<file path="src/rtl/hc74_seq_ctrl_if.sv">
// Command/response bus between a requester and the HC74 sequencer.
// Carries a single-beat command and a one-cycle response strobe.
// master = requester side, slave = sequencer side.
interface hc74_seq_ctrl_if;
  logic       cmd_vld;
  logic       cmd_rdy;
  logic [1:0] cmd_op;
  logic       cmd_ch;
  logic       cmd_d;
  logic       rsp_vld;
  logic       rsp_q;
  logic       rsp_err;

  modport master (
    output cmd_vld, cmd_op, cmd_ch, cmd_d,
    input  cmd_rdy, rsp_vld, rsp_q, rsp_err
  );

  modport slave (
    input  cmd_vld, cmd_op, cmd_ch, cmd_d,
    output cmd_rdy, rsp_vld, rsp_q, rsp_err
  );
endinterface

</file>
<file path="src/rtl/hc74_seq_ctrl.sv">
// Sequencer turning WRITE/SET/CLEAR/READ commands into timed pin waveforms for one dual HC74 flip-flop.
// Latency: WRITE rsp at SETUP+PULSE+HOLD+1, SET/CLEAR at PULSE+HOLD+1, READ at 3 (+2 for WRITE/SET/CLEAR with HC74_CTRL_VERIFY_EN).
// Backpressure: cmd_rdy only in IDLE, one command outstanding, commands while busy are dropped; responses cannot be stalled.
// Optional feature macro: HC74_CTRL_VERIFY_EN (read back Q after WRITE/SET/CLEAR).
module hc74_seq_ctrl #(
  parameter int SETUP_CYC = 2,
  parameter int PULSE_CYC = 2,
  parameter int HOLD_CYC  = 1
) (
  input  logic                 clk,
  input  logic                 rst,
  hc74_seq_ctrl_if.slave       bus,
  output logic                 d1_o,
  output logic                 d2_o,
  output logic                 cp1_o,
  output logic                 cp2_o,
  output logic                 sd1n_o,
  output logic                 sd2n_o,
  output logic                 rd1n_o,
  output logic                 rd2n_o,
  input  logic                 q1_i,
  input  logic                 q1n_i,
  input  logic                 q2_i,
  input  logic                 q2n_i
);

  // The counter must also cover the fixed 2-cycle SAMPLE state.
  localparam int MAX_A   = (SETUP_CYC > PULSE_CYC) ? SETUP_CYC : PULSE_CYC;
  localparam int MAX_B   = (MAX_A > HOLD_CYC) ? MAX_A : HOLD_CYC;
  localparam int MAX_CYC = (MAX_B > 2) ? MAX_B : 2;
  localparam int CNT_W   = $clog2(MAX_CYC);

  localparam logic [1:0] OP_WRITE = 2'b00;
  localparam logic [1:0] OP_SET   = 2'b01;
  localparam logic [1:0] OP_CLEAR = 2'b10;
  localparam logic [1:0] OP_READ  = 2'b11;

  typedef enum logic [2:0] {
    S_IDLE,
    S_SETUP,
    S_PULSE,
    S_HOLD,
    S_SAMPLE,
    S_RESP
  } state_t;

  state_t             state_q, state_d;
  logic [CNT_W-1:0]   cnt_q, cnt_d;
  logic [1:0]         op_q, op_d;
  logic               ch_q, ch_d;
  logic               dat_q, dat_d;

  // Pin registers, index 0 = channel 1, index 1 = channel 2.
  logic [1:0]         d_q, d_d;
  logic [1:0]         cp_q, cp_d;
  logic [1:0]         sdn_q, sdn_d;
  logic [1:0]         rdn_q, rdn_d;

  logic               rsp_vld_q, rsp_vld_d;
  logic               rsp_q_q, rsp_q_d;
  logic               rsp_err_q, rsp_err_d;

  // Synchronizer bit layout: {q2n, q2, q1n, q1}.
  logic [3:0]         sync1_q, sync2_q;

  logic               q_syn;
  logic               qn_syn;
  logic               exp_q;

  // Two-flop synchronizers on the flip-flop outputs.
  always_ff @(posedge clk or posedge rst) begin
    if (rst) begin
      sync1_q <= 4'b0000;
      sync2_q <= 4'b0000;
    end else begin
      sync1_q <= {q2n_i, q2_i, q1n_i, q1_i};
      sync2_q <= sync1_q;
    end
  end

  assign q_syn  = ch_q ? sync2_q[2] : sync2_q[0];
  assign qn_syn = ch_q ? sync2_q[3] : sync2_q[1];

  // Value Q should take after the command: written data, 1 for SET, 0 for CLEAR.
  assign exp_q  = (op_q == OP_WRITE) ? dat_q : (op_q == OP_SET);

  // State, counter, command capture and pin/response registers.
  always_ff @(posedge clk or posedge rst) begin
    if (rst) begin
      state_q   <= S_IDLE;
      cnt_q     <= '0;
      op_q      <= OP_WRITE;
      ch_q      <= 1'b0;
      dat_q     <= 1'b0;
      d_q       <= 2'b00;
      cp_q      <= 2'b00;
      sdn_q     <= 2'b11;
      rdn_q     <= 2'b11;
      rsp_vld_q <= 1'b0;
      rsp_q_q   <= 1'b0;
      rsp_err_q <= 1'b0;
    end else begin
      state_q   <= state_d;
      cnt_q     <= cnt_d;
      op_q      <= op_d;
      ch_q      <= ch_d;
      dat_q     <= dat_d;
      d_q       <= d_d;
      cp_q      <= cp_d;
      sdn_q     <= sdn_d;
      rdn_q     <= rdn_d;
      rsp_vld_q <= rsp_vld_d;
      rsp_q_q   <= rsp_q_d;
      rsp_err_q <= rsp_err_d;
    end
  end

  // Next-state and next pin values; pins change on the edge that enters each state.
  always_comb begin
    state_d   = state_q;
    cnt_d     = cnt_q;
    op_d      = op_q;
    ch_d      = ch_q;
    dat_d     = dat_q;
    d_d       = d_q;
    cp_d      = cp_q;
    sdn_d     = sdn_q;
    rdn_d     = rdn_q;
    rsp_vld_d = 1'b0;
    rsp_q_d   = rsp_q_q;
    rsp_err_d = rsp_err_q;

    case (state_q)
      S_IDLE: begin
        if (bus.cmd_vld) begin
          op_d  = bus.cmd_op;
          ch_d  = bus.cmd_ch;
          dat_d = bus.cmd_d;
          cnt_d = '0;
          case (bus.cmd_op)
            OP_WRITE: begin
              d_d[bus.cmd_ch] = bus.cmd_d;
              state_d         = S_SETUP;
            end
            OP_SET: begin
              sdn_d[bus.cmd_ch] = 1'b0;
              state_d           = S_PULSE;
            end
            OP_CLEAR: begin
              rdn_d[bus.cmd_ch] = 1'b0;
              state_d           = S_PULSE;
            end
            default: begin
              state_d = S_SAMPLE;
            end
          endcase
        end
      end

      S_SETUP: begin
        if (cnt_q == CNT_W'(SETUP_CYC - 1)) begin
          cnt_d      = '0;
          cp_d[ch_q] = 1'b1;
          state_d    = S_PULSE;
        end else begin
          cnt_d = cnt_q + CNT_W'(1);
        end
      end

      S_PULSE: begin
        if (cnt_q == CNT_W'(PULSE_CYC - 1)) begin
          // Only the strobe this command asserted is active, so releasing all three is safe.
          cnt_d       = '0;
          cp_d[ch_q]  = 1'b0;
          sdn_d[ch_q] = 1'b1;
          rdn_d[ch_q] = 1'b1;
          state_d     = S_HOLD;
        end else begin
          cnt_d = cnt_q + CNT_W'(1);
        end
      end

      S_HOLD: begin
        if (cnt_q == CNT_W'(HOLD_CYC - 1)) begin
          cnt_d = '0;
`ifdef HC74_CTRL_VERIFY_EN
          state_d = S_SAMPLE;
`else
          state_d   = S_RESP;
          rsp_vld_d = 1'b1;
          rsp_q_d   = exp_q;
          rsp_err_d = 1'b0;
`endif
        end else begin
          cnt_d = cnt_q + CNT_W'(1);
        end
      end

      S_SAMPLE: begin
        // Two cycles lets the pin change reach the synchronizer output.
        if (cnt_q == CNT_W'(1)) begin
          cnt_d     = '0;
          state_d   = S_RESP;
          rsp_vld_d = 1'b1;
          rsp_q_d   = q_syn;
          rsp_err_d = (q_syn == qn_syn) | ((op_q != OP_READ) & (q_syn != exp_q));
        end else begin
          cnt_d = cnt_q + CNT_W'(1);
        end
      end

      S_RESP: begin
        state_d = S_IDLE;
      end

      default: begin
        state_d = S_IDLE;
      end
    endcase
  end

  assign bus.cmd_rdy = (state_q == S_IDLE);
  assign bus.rsp_vld = rsp_vld_q;
  assign bus.rsp_q   = rsp_q_q;
  assign bus.rsp_err = rsp_err_q;

  assign d1_o   = d_q[0];
  assign d2_o   = d_q[1];
  assign cp1_o  = cp_q[0];
  assign cp2_o  = cp_q[1];
  assign sd1n_o = sdn_q[0];
  assign sd2n_o = sdn_q[1];
  assign rd1n_o = rdn_q[0];
  assign rd2n_o = rdn_q[1];

endmodule

</file>
<file path="src/flat_wrapper.sv">
// flat-port wrapper written by rule: the top's interface ports become plain ports
module hc74_seq_ctrl_flat 
#(
  parameter int SETUP_CYC = 2,
  parameter int PULSE_CYC = 2,
  parameter int HOLD_CYC  = 1
)
  (clk, rst, d1_o, d2_o, cp1_o, cp2_o, sd1n_o, sd2n_o, rd1n_o, rd2n_o, q1_i, q1n_i, q2_i, q2n_i, bus_cmd_vld, bus_cmd_op, bus_cmd_ch, bus_cmd_d, bus_cmd_rdy, bus_rsp_vld, bus_rsp_q, bus_rsp_err);
  hc74_seq_ctrl_if bus_i ();
  input  logic clk;
  input  logic rst;
  output logic d1_o;
  output logic d2_o;
  output logic cp1_o;
  output logic cp2_o;
  output logic sd1n_o;
  output logic sd2n_o;
  output logic rd1n_o;
  output logic rd2n_o;
  input  logic q1_i;
  input  logic q1n_i;
  input  logic q2_i;
  input  logic q2n_i;
  input wire logic [$bits(bus_i.cmd_vld)-1:0] bus_cmd_vld;
  input wire logic [$bits(bus_i.cmd_op)-1:0] bus_cmd_op;
  input wire logic [$bits(bus_i.cmd_ch)-1:0] bus_cmd_ch;
  input wire logic [$bits(bus_i.cmd_d)-1:0] bus_cmd_d;
  output wire logic [$bits(bus_i.cmd_rdy)-1:0] bus_cmd_rdy;
  output wire logic [$bits(bus_i.rsp_vld)-1:0] bus_rsp_vld;
  output wire logic [$bits(bus_i.rsp_q)-1:0] bus_rsp_q;
  output wire logic [$bits(bus_i.rsp_err)-1:0] bus_rsp_err;
  assign bus_i.cmd_vld = bus_cmd_vld;
  assign bus_i.cmd_op = bus_cmd_op;
  assign bus_i.cmd_ch = bus_cmd_ch;
  assign bus_i.cmd_d = bus_cmd_d;
  assign bus_cmd_rdy = bus_i.cmd_rdy;
  assign bus_rsp_vld = bus_i.rsp_vld;
  assign bus_rsp_q = bus_i.rsp_q;
  assign bus_rsp_err = bus_i.rsp_err;
  hc74_seq_ctrl #(.SETUP_CYC(SETUP_CYC), .PULSE_CYC(PULSE_CYC), .HOLD_CYC(HOLD_CYC)) u_core (.clk(clk), .rst(rst), .bus(bus_i), .d1_o(d1_o), .d2_o(d2_o), .cp1_o(cp1_o), .cp2_o(cp2_o), .sd1n_o(sd1n_o), .sd2n_o(sd2n_o), .rd1n_o(rd1n_o), .rd2n_o(rd2n_o), .q1_i(q1_i), .q1n_i(q1n_i), .q2_i(q2_i), .q2n_i(q2n_i));
endmodule
</file>
<file path="config.mk">
export PLATFORM = sky130hd
export DESIGN_NAME = hc74_seq_ctrl_flat
export DESIGN_NICKNAME = d
export VERILOG_FILES = /design/src/rtl/hc74_seq_ctrl_if.sv /design/src/rtl/hc74_seq_ctrl.sv /design/src/flat_wrapper.sv
export SDC_FILE = /design/constraint.sdc
export NUM_CORES = 1
export LEC_CHECK = 0
export ABC_AREA = 1
export CORE_UTILIZATION = 30
export CTS_CLUSTER_SIZE = 28
export DETAILED_ROUTE_END_ITERATION = 12
export GPL_ROUTABILITY_DRIVEN = 0
export PLACE_DENSITY = 0.58
export SKIP_LAST_GASP = 1
export SLEW_MARGIN = 40
export SYNTH_ARGS = -nofsm -noshare
export SYNTH_HDL_FRONTEND = slang
export SYNTH_SLANG_ARGS = --single-unit
</file>
<file path="constraint.sdc">
create_clock -name clk -period 1.45 [get_ports clk]
set_input_delay 0.29 -clock clk [delete_from_list [all_inputs] [get_ports clk]]
set_output_delay 0.29 -clock clk [all_outputs]
set_load 0.02 [all_outputs]
</file>
Word level (Yosys, flattened, before mapping)
Index checks and enable logic that the tools add are counted.
Widths: inputs -> output; s select.

storage, ports and cells
  register bits after elaboration = 27
  bits of input ports = 11
  output and inout bits = 12
  logic and storage cells = 104

operators by class
  add/sub/neg operators = 1
  order comparisons = 4
  eq/ne operators = 17
  mux-type cells = 39
  bitwise logic cells = 10
  reductions and logical operators = 19

operators with widths
  cell                count
  $mux 2              8
  $mux 3              5
  $pmux 3 s5          1
  $mux 1              14
  $pmux 2 s2          3
  $ne 2x1->1 const B  5
  $reduce_and 3->1    3
  $reduce_and 4->1    2
  $and 2x2->2         3
  $eq 3x2->1 const B  2
  $ne 2x2->1 const B  3
  $or 2x2->2          3
  $pmux 1 s2          3
  $pmux 3 s2          1
  $reduce_bool 2->1   3
  $reduce_and 5->1    1
  $eq 2x1->1 const B  2
  $logic_not 2->1     2
  $lt 1x2->1 const B  2
  $not 2->2           2
  $reduce_and 2->1    2
  $eq 3x1->1 const B  1
  $eq 3x3->1 const B  1
  $logic_not 3->1     1
  other kinds (14)    17

Depth between registers and ports, before layout
Gate-level depths: netlist of run 1.

  depth in word-level cells = 9
  gate-level depth with buffers = 10
  gate-level depth less buffers = 9

Least setup slack after synthesis of run 1
No wires, ideal clock.

  path kind = reg2reg
  from = reg u_core.state_q[1]
  to = reg u_core.sdn_q[1]
  setup time = 0.060 ns
  data arrival time = 1.162 ns
  data required time = 1.390 ns
  slack = 0.228 ns
  stages on the path, launching flop included = 11
  path buffers = 1
  clock period less this slack = 1.222 ns
  cells stage by stage = dfrtp_1 -> buf_6 -> nor2_8 -> nand2_4 -> inv_2 -> nand2_4 -> nand2_4 -> inv_2 -> nand2_1 -> nand2_1 -> nand2_1

between the ends
  cells in the longest elaborated chain, start to end = 3
  elaborated cells between the ends (all ways) = 8
  those cells by class = eq/ne (4); mux (1); reduce/logical (3)

RTL lines
  element                                              RTL line              RTL
  from (decl)                                          hc74_seq_ctrl.sv:47   state_t state_q, state_d;
  from (signal assigned)                               hc74_seq_ctrl.sv:103  state_q <= state_d;
  $logic_not 3->1 (*)                                  -
  via bus_cmd_rdy                                      flat_wrapper.sv:28    output wire logic [$bits(bus_i.cmd_rdy)-1:0] bus_cmd_rdy;
  $ne 2x1->1 (no source line) (tied with other cells)  -
  $reduce_and 4->1 (no source line)                    -
  to (signal assigned)                                 hc74_seq_ctrl.sv:110  sdn_q <= sdn_d;
  to (decl)                                            hc74_seq_ctrl.sv:56   logic [1:0] sdn_q, sdn_d;

Mark *: on every way through the listed nets, which the timed path passes. The rest lies on a longest branch.
A chain may end at the register's enable or synchronous reset.

Worst setup path after layout of run 1
  from = reg u_core.state_q[1]
  to = out bus_cmd_rdy

between the ends
  cells in the longest elaborated chain, start to end = 1

RTL lines
  element          RTL line              RTL
  $logic_not 3->1  hc74_seq_ctrl.sv:222  assign bus.cmd_rdy = (state_q == S_IDLE);
  to (decl)        flat_wrapper.sv:28

No other way between the ends.

==> out/results.txt, run 1 <==
DRT Pass-1 Iters = 4
Max Buffers Root-to-Sink = 2
Ant diodes = 0
Status = finished, final reports clean
Slew HR = 80.0%
Busiest grt layer = met2
Switching Share = 44.3%
Critical path cell sequence = nor2_8 > nand2_4 > inv_2 > clkbuf_2
ANT nets after route = 0
Mapped Area = 0.00139 mm^2
Vias in the first global route = 1108
Tightest Pin Transition = 297 ps
I/O Pins = 23
Worst r2r src = u_core.state_q[0]
Max cap viols = 0
Clock Sinks = 27
Worst Path Required = 1160 ps
Full die area = 0.00489 mm^2
Met2 usage = 20.1%
Int Pwr = 2.12 mW
Syn_area_per_cell = 8.71 um^2
Fin Hold WS = 291 ps
Worst EP arrival = 1120 ps
Remaining global-route overflow = 0
Slew Limit Fails = 0
Sequential Power Share = 32.9%
Synth unique cells = 24
First-pass GRT wire length = 4950 um
Nets@finish = 214
Clk Latency, worst-skew pair = 280 ps
Initial core utilization = 31.6%
NetSw = 1.69 mW
Top cell type's share of synthesized area = 41.6%
Final cell count without fillers = 250
Final Hold Viols = 0
Filler cell count = 457
LEAKAGE = 0.921 nW
Share of cells above drive strength 1 = 24.7%
Clock share of power = 12.0%
Synth Instances = 159
Area delta synth->final = 31.6%
Fin crit period = 1410 ps
FF-to-FF path depth = 8
RR Endpoint = u_core.state_q[0]
DRC Markers = 0
Max stage delay on crit path = 460 ps
Post-detail-place hpwl = 2120 um
Wire per inst = 11.0 um
Antenna violations before repair = 0
Pwr dens = 2090 mW/mm^2
Drt total wl = 2740 um
Startpoint types = flip-flop
Sequential-to-total area share from yosys stat = 49.1%
Core area = 0.00438 mm^2
Total GRT Usage = 12.7%
Die height = 69.9 um
Fmax = 711 MHz
CP max-delay cell = dfrtp_2
# port buffers = 22
Clock H-tree levels = 1
Clock Skew = 4.47 ps
Setup CP Type = flip-flop to output port
Synth Warn # = 0
Comb pwr share = 55.1%
# rows = 24
Via Count = 1149
Maximum number of pins on one net before global-route repair = 20
Clock transition at the registers of the reported paths = 100 ps
Reg2Reg Setup Slack = 100 ps
Placed insts = 246
Iteration-0 DRC Markers = 65
Ranking of synthesized cells by area = dfrtp_1 42%, nand2_1 12%, dfstp_2 7.6%
Synth area leader = dfrtp_1
Via density = 4.60
Worst VDD drop = 0.836 mV
Hold Crit Class = input pin to async pin
Seq cells post-synth = 27
Total CTS buffers = 3
Met3 usage = 3.46%
CTS tree = built
Root Driver = clkbuf_8
Grt met1 use = 17.3%
CP Capture Type = output port
Crit Path Max Fanout = 2
Unrepaired setup endpoints after global routing = yes
Syn_nets = 174
Share of the core filled with cells = 41.6%
Period utilization = 97.0%
Horiz. Die Dim = 69.9 um
# setup viols final = 0
-- worst max-delay path: cells and delay by family, from the launching register on --
kind | cells | cell delay [ps]
flops | 1 | 460
buf+inv | 2 | 200
simple gates | 2 | 180
-- synth_stat cells --
cell / n
nand3b_1: 1
nor2_4: 1
buf_6: 3
o21ai_0: 18
dfstp_2: 4
o21ai_2: 1
o211ai_1: 3
nand2_4: 4
nor2_2: 4
a21oi_1: 1
nor2_1: 7
nand2_2: 1
inv_4: 1
o21ai_1: 5
nand3_2: 1
nand4_1: 2
nor2_8: 1
ha_1: 4
dfrtp_1: 23
nand3_1: 11
inv_2: 3
nand2_1: 44
o21a_1: 2
inv_1: 14
-- what timing repair did --
| action | in CTS | in global routing |
|---|---|---|
| buffers inserted | 0 | 0 |
| hold buffers | 0 | 0 |
| gates resized for setup | 13 | 17 |
| pin swaps | 0 | 1 |
| setup endpoints to repair | 12 | 14 |
| cloned | 0 | 0 |
-- metal layers --
metal  routed length, um  part of all wire [%]
met5                   0                     0
met3                 144                   5.3
met2                1280                    47
met4                  34                   1.2
met1                1280                    47
-- through the flow --
step                      total power, mW  cell area, um^2  TNS (ps)  setup WS (ps)
after floorplan                      2.65             1390         0            228
after global placement               3.38             1760     -1260           -202
after CTS                            3.76             1790      -137           -137
final                                3.81             1820         0           43.2
after global routing                 4.17             1820     -39.0          -25.7
after detailed placement             3.40             1760     -1330           -188
-- worst max path at each step --
stage | from | end | slack (ps) | depth (start not counted)
4_1_cts | u_core.state_q[1] | bus_cmd_rdy | -140 | 4
2_1_floorplan | u_core.state_q[1] | u_core.sdn_q[1] | 230 | 10
6_report | u_core.state_q[1] | bus_cmd_rdy | 40 | 4
3_3_place_gp | bus_cmd_op[1] | u_core.state_q[1] | -200 | 7
3_5_place_dp | bus_cmd_op[1] | u_core.state_q[1] | -190 | 7
5_1_grt | u_core.state_q[2] | flip-flop | -30 | 9
-- kinds of logic after synthesis --
| family | after synthesis | synth area share, % |
|---|---|---|
| adder cells (fa/ha/maj) | 4 | 3.61 |
| flip-flops | 27 | 49.1 |
| AO/OA/AOI/OAI | 30 | 12.0 |
| buffers and inverters | 21 | 7.50 |
| AND/OR/NAND/NOR | 77 | 27.7 |
-- cell usage in the layout, fill, tap and decap left out --
| cell | Yosys | final |
|---|---|---|
| nor2_2 | 4 | 4 |
| buf_6 | 3 | 2 |
| clkbuf_2 | 0 | 2 |
| clkbuf_8 | 0 | 3 |
| clkdlybuf4s15_1 | 0 | 3 |
| inv_2 | 3 | 3 |
| dfstp_2 | 4 | 4 |
| nand3b_1 | 1 | 1 |
| a21oi_1 | 1 | 1 |
| nand4_1 | 2 | 2 |
| o21ai_2 | 1 | 1 |
| nand3_1 | 11 | 9 |
| clkdlybuf4s50_1 | 0 | 8 |
| o211ai_1 | 3 | 3 |
| buf_4 | 0 | 14 |
| ha_1 | 4 | 4 |
| dlygate4sd2_1 | 0 | 7 |
| inv_4 | 1 | 1 |
| nor2_8 | 1 | 1 |
| dlymetal6s2s_1 | 0 | 2 |
| dfrtp_2 | 0 | 2 |
| nor2_4 | 1 | 2 |
| inv_1 | 14 | 14 |
| nand3_2 | 1 | 3 |
| dfrtp_1 | 23 | 21 |
| nor2_1 | 7 | 6 |
| nand2_4 | 4 | 4 |
| o21ai_0 | 18 | 18 |
| o21ai_1 | 5 | 5 |
| inv_6 | 0 | 1 |
| o21a_1 | 2 | 2 |
| nand2_1 | 44 | 43 |
| nand2_2 | 1 | 2 |
-- registers in the layout, summed over array words and instances (netlist names), 2 cells and up, named ones only --
register,count
u_core.op_q,2
u_core.state_q,3
u_core.sdn_q,2
u_core.rdn_q,2
u_core.sync2_q,4
u_core.d_q,2
u_core.sync1_q,4
-- final cells by class --
type	instances	area (um^2)	share of cell area [%]
tap	52	65.1	3.57
clock inverter	1	8.76	0.480
inverter	18	70.1	3.84
clock buffer	3	41.3	2.26
timing repair buffer	38	334	18.3
sequential	27	683	37.5
multi-input combinational	111	621	34.0
-- power groups by stage --
stage | Clock (mW) | Combinational, mW | Sequential (mW)
floorplan | 0 | 1.25 | 1.40
finish | 0.457 | 2.10 | 1.25
global placement | 0 | 2.12 | 1.26
CTS | 0.468 | 2.04 | 1.25
global route | 0.501 | 2.37 | 1.30
detailed placement | 0 | 2.13 | 1.27
(Power assumes the default switching activity.)
==> run 2: changes to the inputs <==
Settings changed: DONT_BUFFER_PORTS from default to 1, PLACE_DENSITY 0.58 to 0.52.
==> out/results.txt, run 2 (same netlist as run 1, synthesis figures left out) <==
# setup viols final = 0 (unchanged)
Clock H-tree levels = 1 (unchanged)
Final WS setup = 39.5 ps (was 43.2 ps)
Nets@finish = 185 (was 214)
Antenna violations before repair = 0 (unchanged)
Worst Path Required = 1160 ps (about the same)
Pwr dens = 2270 mW/mm^2 (was 2090 mW/mm^2)
Clock transition at the registers of the reported paths = 100 ps (about the same)
Ant diodes = 0 (unchanged)
Vias in the first global route = 1103 (was 1108)
Clk Latency, worst-skew pair = 280 ps (about the same)
Fmax = 709 MHz (was 711 MHz)
DRC Markers = 0 (unchanged)
Initial core utilization = 31.6% (unchanged)
Max cap viols = 0 (unchanged)
Critical path's top delay family = flip-flops (unchanged)
Die height = 69.9 um (unchanged)
Launch point of the worst path = u_core.state_q[1] (unchanged)
Max Buffers Root-to-Sink = 2 (unchanged)
Total CTS buffers = 3 (unchanged)
Commonest cells after routing, fill and taps aside = 44 x nand2_1, 19 x dfrtp_1, 18 x o21ai_0, 14 x inv_1, 11 x nand3_1 (was 43 x nand2_1, 21 x dfrtp_1, 18 x o21ai_0, 14 x inv_1, 14 x buf_4)
Horiz. Die Dim = 69.9 um (unchanged)
Maximum number of pins on one net before global-route repair = 28 (was 20)
Drt total wl = 2880 um (was 2740 um)
Buf/Inv on CP = 2 (unchanged)
Worst VDD drop = 0.700 mV (was 0.836 mV)
Via density = 5.02 (was 4.60)
Max stage delay on crit path = 470 ps (was 460 ps)
Unrepaired setup endpoints after global routing = yes (unchanged)
Post-detail-place hpwl = 2050 um (was 2120 um)
Hold Crit Class = input pin to flip-flop (was input pin to async pin)
I/O Pins = 23 (unchanged)
Via Count = 1110 (was 1149)
Core area = 0.00438 mm^2 (unchanged)
Status = finished, final reports clean (unchanged)
Setup CP Type = flip-flop to output port (unchanged)
Post-place setup slack = 18.5 ps (was -188 ps)
Total GRT Usage = 13.0% (was 12.7%)
Wire per inst = 13.0 um (was 11.0 um)
Period utilization = 97.3% (was 97.0%)
Iteration-0 DRC Markers = 52 (was 65)
Worst r2r src = u_core.state_q[1] (was u_core.state_q[0])
Commonest non-fill, non-tap cell in the layout = nand2_1 (unchanged)
Tightest Pin Transition = 328 ps (was 297 ps)
Worst EP arrival = 1120 ps (about the same)
Overall power = 3.54 mW (was 3.81 mW)
LEAKAGE = 0.752 nW (was 0.921 nW)
Share of cells above drive strength 1 = 23.1% (was 24.7%)
Top flop regs = u_core.sync1_q (4), u_core.sync2_q (4), u_core.state_q (3) (unchanged)
Slew Limit Fails = 0 (unchanged)
CP Capture Type = output port (unchanged)
DRT Pass-1 Iters = 4 (unchanged)
Final Hold Viols = 0 (unchanged)
Root Driver = clkbuf_8 (unchanged)
Critical path cell sequence = nor2_8 > nand2_4 > inv_4 > buf_6 (was nor2_8 > nand2_4 > inv_2 > clkbuf_2)
ANT nets after route = 0 (unchanged)
Remaining global-route overflow = 0 (unchanged)
Slew HR = 77.9% (was 80.0%)
CTS tree = built (unchanged)
Startpoint types = flip-flop (unchanged)
Full die area = 0.00489 mm^2 (unchanged)
Area delta synth->final = 12.4% (was 31.6%)
# rows = 24 (unchanged)
Crit Path Max Fanout = 2 (unchanged)
Share of the core filled with cells = 35.5% (was 41.6%)
Hold Startpoint = q1n_i
CP max-delay cell = dfrtp_2 (unchanged)
# port buffers = 0 (was 22)
Clock Skew = 5.68 ps (was 4.47 ps)
First-pass GRT wire length = 5050 um (was 4950 um)
Fin crit period = 1410 ps (about the same)
Clock Sinks = 27 (unchanged)
-- run 2: changes by cell type in the layout (fill, tap and decap cells not counted), sizes merged --
cell           delta
clkinvlp          +1
buf               -8
clkdlybuf4s15     -3
dlygate4sd2       -7
dlygate4sd3       +1
inv               -1
clkdlybuf4s50     -8
clkbuf            -2
dlymetal6s2s      -2
-- run 2: layout make-up --
type	instances	area (um^2)
clock buffer	3	41.3
clock inverter	1	7.51
fill	444	2830
inverter	18	72.6
multi-input combinational	111	611
sequential	27	686
tap	52	65.1
timing repair buffer	9	73.8
-- run 2: timing repair --
action                     in CTS  in global routing
setup endpoints to repair       1                 12
buffers inserted                4                  1
pin swaps                       1                  1
hold buffers                    1                  0
gates resized for setup         4                  5
hold endpoints to repair       23                  0
-- run 2: path summary, 6_finish.rpt --
check,cells after the start,to,slack [ps]
max reg2reg,9,u_core.state_q[1],80
min in group asynchronous,3,u_core.d_q[0],500
max in group asynchronous,3,u_core.rdn_q[1],650
min,0,u_core.sync1_q[1],30
min reg2reg,0,u_core.sync2_q[2],350
max,4,bus_cmd_rdy,40
-- run 2: metrics by stage --
stage	setup TNS (ps)	instance area (um^2)	hold slack, ps	instances
2_1_floorplan	0	1390	321	159
3_3_place_gp	0	1440	262	211
3_5_place_dp	0	1440	269	211
4_1_cts	0	1540	22.2	220
5_1_grt	-68.4	1560	10.7	221
6_report	0	1560	30.0	221
-- run 2: routing by layer --
| metal | vias to the layer above | GRT usage (%) | routed length [um] |
|---|---|---|---|
| met4 | 0 | 5.56 | 65 |
| met3 | 7 | 3.61 | 155 |
| li1 | 535 | - | - |
| met1 | 529 | 16.5 | 1250 |
| met5 | - | 0 | 0 |
| met2 | 39 | 20.8 | 1410 |
-- run 2: power breakdown --
| group | internal [mW] | switching, mW |
|---|---|---|
| logic | 0.616 | 0.975 |
| registers | 1.07 | 0.435 |
| clock network | 0.196 | 0.250 |
| total | 1.88 | 1.66 |
